File: src/rtl/wcu_multi.sv
// wcu_multi: worker control unit sequencing calc lanes, convert and MC write per batch of a job.
// Optional watchdog on the wait states is enabled by defining WCU_TIMEOUT_EN.
module wcu_multi #(
  parameter int NUM_LANES      = 4,
  parameter int CNT_W          = 8,
  parameter int TIMEOUT_CYCLES = 1024
) (
  input  logic                 clk,
  input  logic                 rst,
  input  logic                 JW_start,
  input  logic [CNT_W-1:0]     batch_count,
  input  logic [NUM_LANES-1:0] lane_mask,
  output logic                 JW_ready,
  output logic                 JW_done,
  output logic [NUM_LANES-1:0] calc_start,
  input  logic [NUM_LANES-1:0] calc_done,
  output logic                 convert_start,
  input  logic                 convert_done,
  input  logic                 MC_busy,
  output logic                 MC_req,
  output logic [CNT_W-1:0]     batch_idx,
  output logic                 err
);
  typedef enum logic [2:0] {IDLE, CALC_GO, CALC_WAIT, CONV_GO, CONV_WAIT, MC_WAIT, DONE} state_t;
  state_t               state_q, state_d;
  logic [CNT_W-1:0]     cnt_q, cnt_d, idx_q, idx_d;
  logic [NUM_LANES-1:0] mask_q, mask_d, sticky_q, sticky_d;
  logic                 accept, lanes_ok, last;
  assign accept   = JW_start && batch_count != '0 && lane_mask != '0;
  assign lanes_ok = (sticky_q | (calc_done & mask_q)) == mask_q;
  assign last     = idx_q == cnt_q - CNT_W'(1);
`ifdef WCU_TIMEOUT_EN
  localparam int WD_W = $clog2(TIMEOUT_CYCLES + 1);
  logic [WD_W-1:0] wd_q, wd_d;
  logic            err_q, err_d, timeout;
  assign timeout = (state_q == CALC_WAIT || state_q == CONV_WAIT || state_q == MC_WAIT) &&
                   wd_q == WD_W'(TIMEOUT_CYCLES - 1);
  assign err = err_q;
`else
  // no watchdog: constant 0 for every legal TIMEOUT_CYCLES
  assign err = TIMEOUT_CYCLES < 1;
`endif
  always_comb begin
    state_d  = state_q;
    cnt_d    = cnt_q;
    mask_d   = mask_q;
    idx_d    = idx_q;
    sticky_d = state_q == CALC_GO ? '0 :
               state_q == CALC_WAIT ? sticky_q | (calc_done & mask_q) : sticky_q;
    case (state_q)
      IDLE: if (accept) begin
        state_d = CALC_GO;
        cnt_d   = batch_count;
        mask_d  = lane_mask;
        idx_d   = '0;
      end
      CALC_GO:   state_d = CALC_WAIT;
      CALC_WAIT: state_d = lanes_ok ? CONV_GO : CALC_WAIT;
      CONV_GO:   state_d = CONV_WAIT;
      CONV_WAIT: state_d = convert_done ? MC_WAIT : CONV_WAIT;
      MC_WAIT: if (!MC_busy) begin
        state_d = last ? DONE : CALC_GO;
        idx_d   = last ? idx_q : idx_q + CNT_W'(1);
      end
      default:   state_d = IDLE;
    endcase
`ifdef WCU_TIMEOUT_EN
    // a handshake completing on the limit cycle still wins over the watchdog
    if (timeout && state_d == state_q) state_d = DONE;
    wd_d  = state_d != state_q ? '0 : wd_q + WD_W'(1);
    err_d = (state_q == IDLE && accept) ? 1'b0 : (timeout && state_d == DONE) ? 1'b1 : err_q;
`endif
  end
  always_ff @(posedge clk) begin
    if (rst) begin
      state_q  <= IDLE;
      cnt_q    <= '0;
      mask_q   <= '0;
      idx_q    <= '0;
      sticky_q <= '0;
`ifdef WCU_TIMEOUT_EN
      wd_q     <= '0;
      err_q    <= 1'b0;
`endif
    end else begin
      state_q  <= state_d;
      cnt_q    <= cnt_d;
      mask_q   <= mask_d;
      idx_q    <= idx_d;
      sticky_q <= sticky_d;
`ifdef WCU_TIMEOUT_EN
      wd_q     <= wd_d;
      err_q    <= err_d;
`endif
    end
  end
  assign JW_ready      = state_q == IDLE;
  assign JW_done       = state_q == DONE;
  assign calc_start    = state_q == CALC_GO ? mask_q : '0;
  assign convert_start = state_q == CONV_GO;
  assign MC_req        = state_q == MC_WAIT;
  assign batch_idx     = idx_q;
endmodule

File: config.mk
export PLATFORM = sky130hd
export DESIGN_NAME = wcu_multi
export DESIGN_NICKNAME = d
export VERILOG_FILES = /design/src/rtl/wcu_multi.sv
export SDC_FILE = /design/constraint.sdc
export NUM_CORES = 1
export LEC_CHECK = 0
export BUFFER_PORTS_ARGS = -buffer_cell sky130_fd_sc_hd__buf_2
export CAP_MARGIN = 40
export CELL_PAD_IN_SITES_DETAIL_PLACEMENT = 0
export CELL_PAD_IN_SITES_GLOBAL_PLACEMENT = 1
export CORE_ASPECT_RATIO = 1.4
export CORE_MARGIN = 1
export CORE_UTILIZATION = 43
export CTS_BUF_LIST = sky130_fd_sc_hd__clkbuf_16
export DETAILED_ROUTE_END_ITERATION = 8
export PLACE_DENSITY_LB_ADDON = 0.2
export REMOVE_ABC_BUFFERS = 1
export SETUP_SLACK_MARGIN = 0.2
export SYNTH_ARGS = -nofsm -noshare
export SYNTH_HDL_FRONTEND = slang
export SYNTH_SLANG_ARGS = --single-unit
File: constraint.sdc
create_clock -name clk -period 3.7 [get_ports clk]
set_input_delay 0.37 -clock clk [delete_from_list [all_inputs] [get_ports clk]]
set_output_delay 0.37 -clock clk [all_outputs]
set_load 0.01 [all_outputs]
Word level (Yosys, flattened, before mapping)

Cells that the tools add are included.

Word-level logic and storage cells: 41
Register bits after elaboration: 27

Eq/ne operators: 11
Muxes and demuxes: 11
Bitwise logic cells: 2
Add/sub/neg operators: 2
Reductions and logical operators: 10

Operators with widths:

| kind                                                                  | count |
|---|---|
| 8-bit 2-to-1 mux                                                      | 3 |
| 3-bit case mux with 6 select lines                                    | 1 |
| 8-bit case mux with 2 select lines                                    | 1 |
| 3-bit equality test, second input constant                            | 3 |
| 3-bit 2-to-1 mux                                                      | 3 |
| 8-bit by 1-bit adder with 8-bit output, second input constant         | 1 |
| 8-bit equality test                                                   | 1 |
| 8-bit nonzero test                                                    | 1 |
| 8-bit by 1-bit subtractor with 8-bit output, second input constant    | 1 |
| 3-bit by 2-bit equality test with 1-bit output, second input constant | 2 |
| 4-bit bitwise AND                                                     | 1 |
| 4-bit equality test                                                   | 1 |
| 4-bit 2-to-1 mux                                                      | 1 |
| 2-bit != test, second input constant                                  | 2 |
| 4-bit OR                                                              | 1 |
| 2-bit AND reduction                                                   | 2 |
| 4-bit AND reduction                                                   | 1 |
| 4-bit nonzero test                                                    | 1 |
| 3-bit by 1-bit equality test with 1-bit output, second input constant | 1 |
| 3-bit logical NOT                                                     | 1 |
| 1-bit logical AND                                                     | 2 |
| 1-bit 2-to-1 mux                                                      | 2 |
| 2-bit by 1-bit != test with 1-bit output, second input constant       | 1 |
| 2-bit nonzero test                                                    | 1 |
| 2-bit OR reduction                                                    | 1 |

Logic depth before layout (Yosys ltp)

Depth in word-level cells: 5
Depth in mapped cells: 8
Mapped depth without buffers: 8

Worst setup path before layout

OpenSTA, ideal clock, no wires.

Path kind: reg-to-reg
Start: register cnt_q[0]
End: register state_q[1]
Required time: 3604 ps
Setup slack: 1623 ps
Setup time: 96 ps
Buffers on the path: 0
Arrival: 1981 ps
Stages on the path, launching flop included: 9
Path through: dfxtp_1 -> inv_1 -> ha_1 -> xor2_1 -> nand2_1 -> or4_4 -> a211oi_4 -> a21boi_1 -> o41ai_2

Word-level cells in the longest chain between the ends: 5

RTL lines:

| item                                        | line | text |
|---|---|---|
| start, declared                             | 26   | `logic [CNT_W-1:0] cnt_q, cnt_d, idx_q, idx_d;` |
| start signal, assigned                      | 87   | `cnt_q <= cnt_d;` |
| 8-bit by 1-bit subtractor with 8-bit output | 31   | `assign last = idx_q == cnt_q - CNT_W'(1);` |
| 8-bit equality test                         | 31   |  |
| 3-bit 2-to-1 mux                            | 62   | `state_d = last ? DONE : CALC_GO;` |
| 3-bit 2-to-1 mux                            | 61   | `MC_WAIT: if (!MC_busy) begin` |
| 3-bit case mux with 6 select lines          | 50   | `case (state_q)` |
| end signal, assigned                        | 86   | `state_q <= state_d;` |
| end, declared                               | 25   | `state_t state_q, state_d;` |

No other way between the ends. The select of a mux whose other input is x is not followed.
A chain may end at the register's enable or synchronous reset.

Final worst setup path

Start: register cnt_q[0]
End: register idx_q[4], in the netlist batch_idx[4]

Word-level cells in the longest chain between the ends: 4

RTL lines:

| item                                        | line | text |
|---|---|---|
| 8-bit by 1-bit subtractor with 8-bit output | 31   |  |
| 8-bit equality test                         | 31   |  |
| 2-bit != test (no source line)              | --   |  |
| 4-bit AND reduction (no source line)        | --   |  |
| end signal, assigned                        | 89   | `idx_q <= idx_d;` |
| end, declared                               | 26   |  |

No other way between the ends.

==> flow_summary.rst <==
.. list-table::
   :header-rows: 1

   * - Metric
     - Value
   * - Outcome
     - complete, no violations
   * - Core occupancy in the finished layout
     - 0.531
   * - Global-route wire length before repair
     - 6.12 mm
   * - Switching share of power
     - 0.323
   * - Number of diodes
     - 0
   * - Count of flip-flops with a built-in enable after synthesis
     - 0
   * - Clk slew on worst S/H paths
     - 0.07 ns
   * - Slew at the pin with the worst max-slew slack
     - 0.594 ns
   * - CTS Hold Buffers Added
     - 0
   * - Wire length after detailed routing
     - 3.79 mm
   * - Number of global-route vias before repair
     - 1304
   * - Post-DP HPWL
     - 2.92 mm
   * - Clock H-tree levels
     - 1
   * - Fillcell total
     - 370
   * - Average wire per standard cell
     - 14.2 um
   * - Total standard cell area after synthesis
     - 1660 um2
   * - Final weighted congestion of routability-driven global placement
     - 0.714
   * - Share of total power in the clock network
     - 0.296
   * - Power density over cell area
     - 438 nW/um2
   * - Effective utilization at floorplan
     - 0.452
   * - Count of unique library cells instantiated by Yosys
     - 42
   * - Crit. End Element
     - register
   * - Die area
     - 4120 um2
   * - Worst endpoint data arrival time
     - 2.52 ns
   * - Cell internal power dissipation
     - 0.579 mW
   * - Insertion delay of the later-clocked pin in the worst-skew pair
     - 0.26 ns
   * - Setup tns final
     - 0 ns
   * - Post-synthesis area per instance
     - 8.65 um2
   * - Largest area contributor in the synthesized netlist
     - dfxtp_1
   * - Vias per std cell
     - 5.64
   * - Hold crit path type
     - in -> reg
   * - Post-CTS repair timing setup buffer count
     - 0
   * - Residual overflow from global routing
     - 0
   * - GR Util All Layers
     - 0.208
   * - Worst reg2reg path depth
     - 8
   * - Net switching power
     - 0.276 mW
   * - Post_cts resized
     - 0
   * - Clock sink count
     - 27
   * - Total number of vias
     - 1501
   * - Synth async-reset ratio
     - 0
   * - Top FF cell, synth
     - dfxtp_1
   * - Static leakage
     - 0.782 nW
   * - Classification of the worst setup path
     - reg -> reg
   * - Number of storage elements in the synthesis netlist
     - 27
   * - Proportion of synthesized chip area in sequential cells
     - 0.325
   * - Count of max-cap constraint violations
     - 0
   * - Setup violation total in the final timing report
     - 0
   * - Chip Width
     - 54.5 um
   * - FP Rows
     - 26
   * - Number of I/O port buffers
     - 36
   * - Clock tree from TritonCTS
     - built
   * - Type of element launching the critical path
     - register
   * - Max Transition Viols Final
     - 0
   * - Setup repair after global routing missed its margin
     - no
   * - CP Max Fanout
     - 8
   * - Total power
     - 0.855 mW
   * - Max_slew headroom
     - 0.601
   * - Tightest hold margin
     - 0.356 ns
   * - Number of detailed-route iterations in the first pass
     - 4
   * - Vertical extent of the die
     - 75.6 um
   * - Number of stages on the worst hold path
     - 3
   * - Number of buffers on the longest clock path
     - 2
   * - Iteration-0 DRC count of the detailed router
     - 19
   * - Final Hold Violating Endpoints
     - 0
   * - Fraction of layout instances using a drive strength above 1
     - 0.228
   * - Number of antenna violations at the first check in global routing
     - 0
   * - Layout overhead on the synthesized area
     - 17.4%
   * - Combinational cell fraction of total power
     - 0.298
   * - Shortest period the worst path allows
     - 2.33 ns
   * - Achievable Freq
     - 429 MHz
   * - Peak supply drop
     - 0.272 mV
   * - Floorplan Core Area
     - 3680 um2
   * - Most frequent cell after synthesis
     - dfxtp_1
   * - Number of cells produced by synthesis
     - 192
   * - Count of nets left with antenna violations after detail routing
     - 0
   * - # DRC
     - 0
   * - TritonCTS buffer count
     - 3
   * - Total I/O pin count
     - 38
   * - Final Cycle Share
     - 0.630
   * - Root buf cell
     - clkbuf_16
   * - Pin count of the biggest net entering global routing
     - 30
   * - Commonest cells in the netlist
     - 27 x dfxtp_1, 19 x nor2_1, 17 x mux2i_1
   * - Number of warning messages in the yosys log
     - 0
   * - Post-layout net count
     - 248
   * - Synth top area share
     - 0.325
   * - Critical path data required time
     - 3.89 ns
   * - Register share of total power
     - 0.407
   * - Clock skew
     - 0.00123 ns
   * - Leading post-synthesis cells by cell area
     - dfxtp_1 33%, mux2i_1 10%, nor2_1 4.3%
-- cell families after synthesis --
family,after synthesis,share of synthesized area
compound gates,36,0.197
xor+xnor,10,0.0527
fa+ha+maj,2,0.0151
buf+inv,18,0.0452
flops,27,0.325
mux,17,0.102
other cells,1,0.00226
simple gates,81,0.260
-- area by class of cell --
cell class	count	area, um2	area share
Clock buffer	3	75.1	0.0385
Multi-Input combinational cell	147	1050	0.536
Timing Repair Buffer	37	195	0.100
Sequential cell	27	541	0.277
Tap cell	42	52.6	0.0269
Clock inverter	1	7.51	0.00385
Inverter	9	33.8	0.0173
-- sequential cells by signal, indices dropped and copies added (netlist names) --
signal	flops
state_q	3
cnt_q	8
mask_q	4
batch_idx	8
sticky_q	4
-- metal layers --
layer,vias up,global-route usage,part of all wire
met4,0,0.0940,0.019
met2,32,0.363,0.54
met3,6,0.0339,0.028
met1,712,0.243,0.41
li1,751,-,-
met5,-,0,0
-- power groups by stage --
| stage | Combinational (mW) | Clock [mW] | Sequential [mW] |
|---|---|---|---|
| 5_1_grt | 0.283 | 0.272 | 0.351 |
| 2_1_floorplan | 0.193 | 0 | 0.344 |
| 3_5_place_dp | 0.256 | 0 | 0.354 |
| 6_report | 0.254 | 0.253 | 0.348 |
| 4_1_cts | 0.258 | 0.264 | 0.348 |
| 3_3_place_gp | 0.245 | 0 | 0.353 |
-- path summary, 6_finish.rpt --
kind,from,endpoint,slack [ns]
max,cnt_q[0],batch_idx[4],1.37
min,batch_count[6],cnt_q[6],0.36
max reg2reg,cnt_q[0],batch_idx[4],1.37
min reg2reg,batch_idx[6],batch_idx[6],0.54
-- layout by cell type, fill, tap and decap left out, types with 2 or more instances in the layout --
| master | n |
|---|---|
| mux2i_1 | 17 |
| xor2_1 | 3 |
| nand3_1 | 7 |
| buf_2 | 36 |
| nor4_1 | 4 |
| nor2b_1 | 3 |
| a21oi_1 | 13 |
| and3_1 | 4 |
| clkbuf_16 | 3 |
| nor3_1 | 10 |
| and2_1 | 5 |
| dfxtp_1 | 27 |
| xnor2_1 | 7 |
| nor2_1 | 19 |
| nand2_1 | 11 |
| ha_1 | 2 |
| a21boi_1 | 3 |
| or4_4 | 2 |
| or3_1 | 8 |
| nand2b_1 | 4 |
| inv_1 | 9 |
| a31oi_1 | 6 |
-- worst max-delay path, stage by stage, from the launching register on --
cell and delay, ns:
dfxtp_1 0.34, inv_1 0.08, ha_1 0.18, nor3b_1 0.31, a21oi_1 0.12, or4_4 0.55
o21ai_2 0.35, a21oi_1 0.14, mux2i_1 0.19
-- per-stage QoR --
stage               setup WS (ns)  instances  cell area (um2)
finish                       1.37        266             1950
global route                 1.24        266             1950
CTS                          1.34        266             1950
detailed placement           1.36        262             1870
global placement             1.42        261             1850
floorplan                    1.62        183             1620
Power figures use the tool's default switching activity.
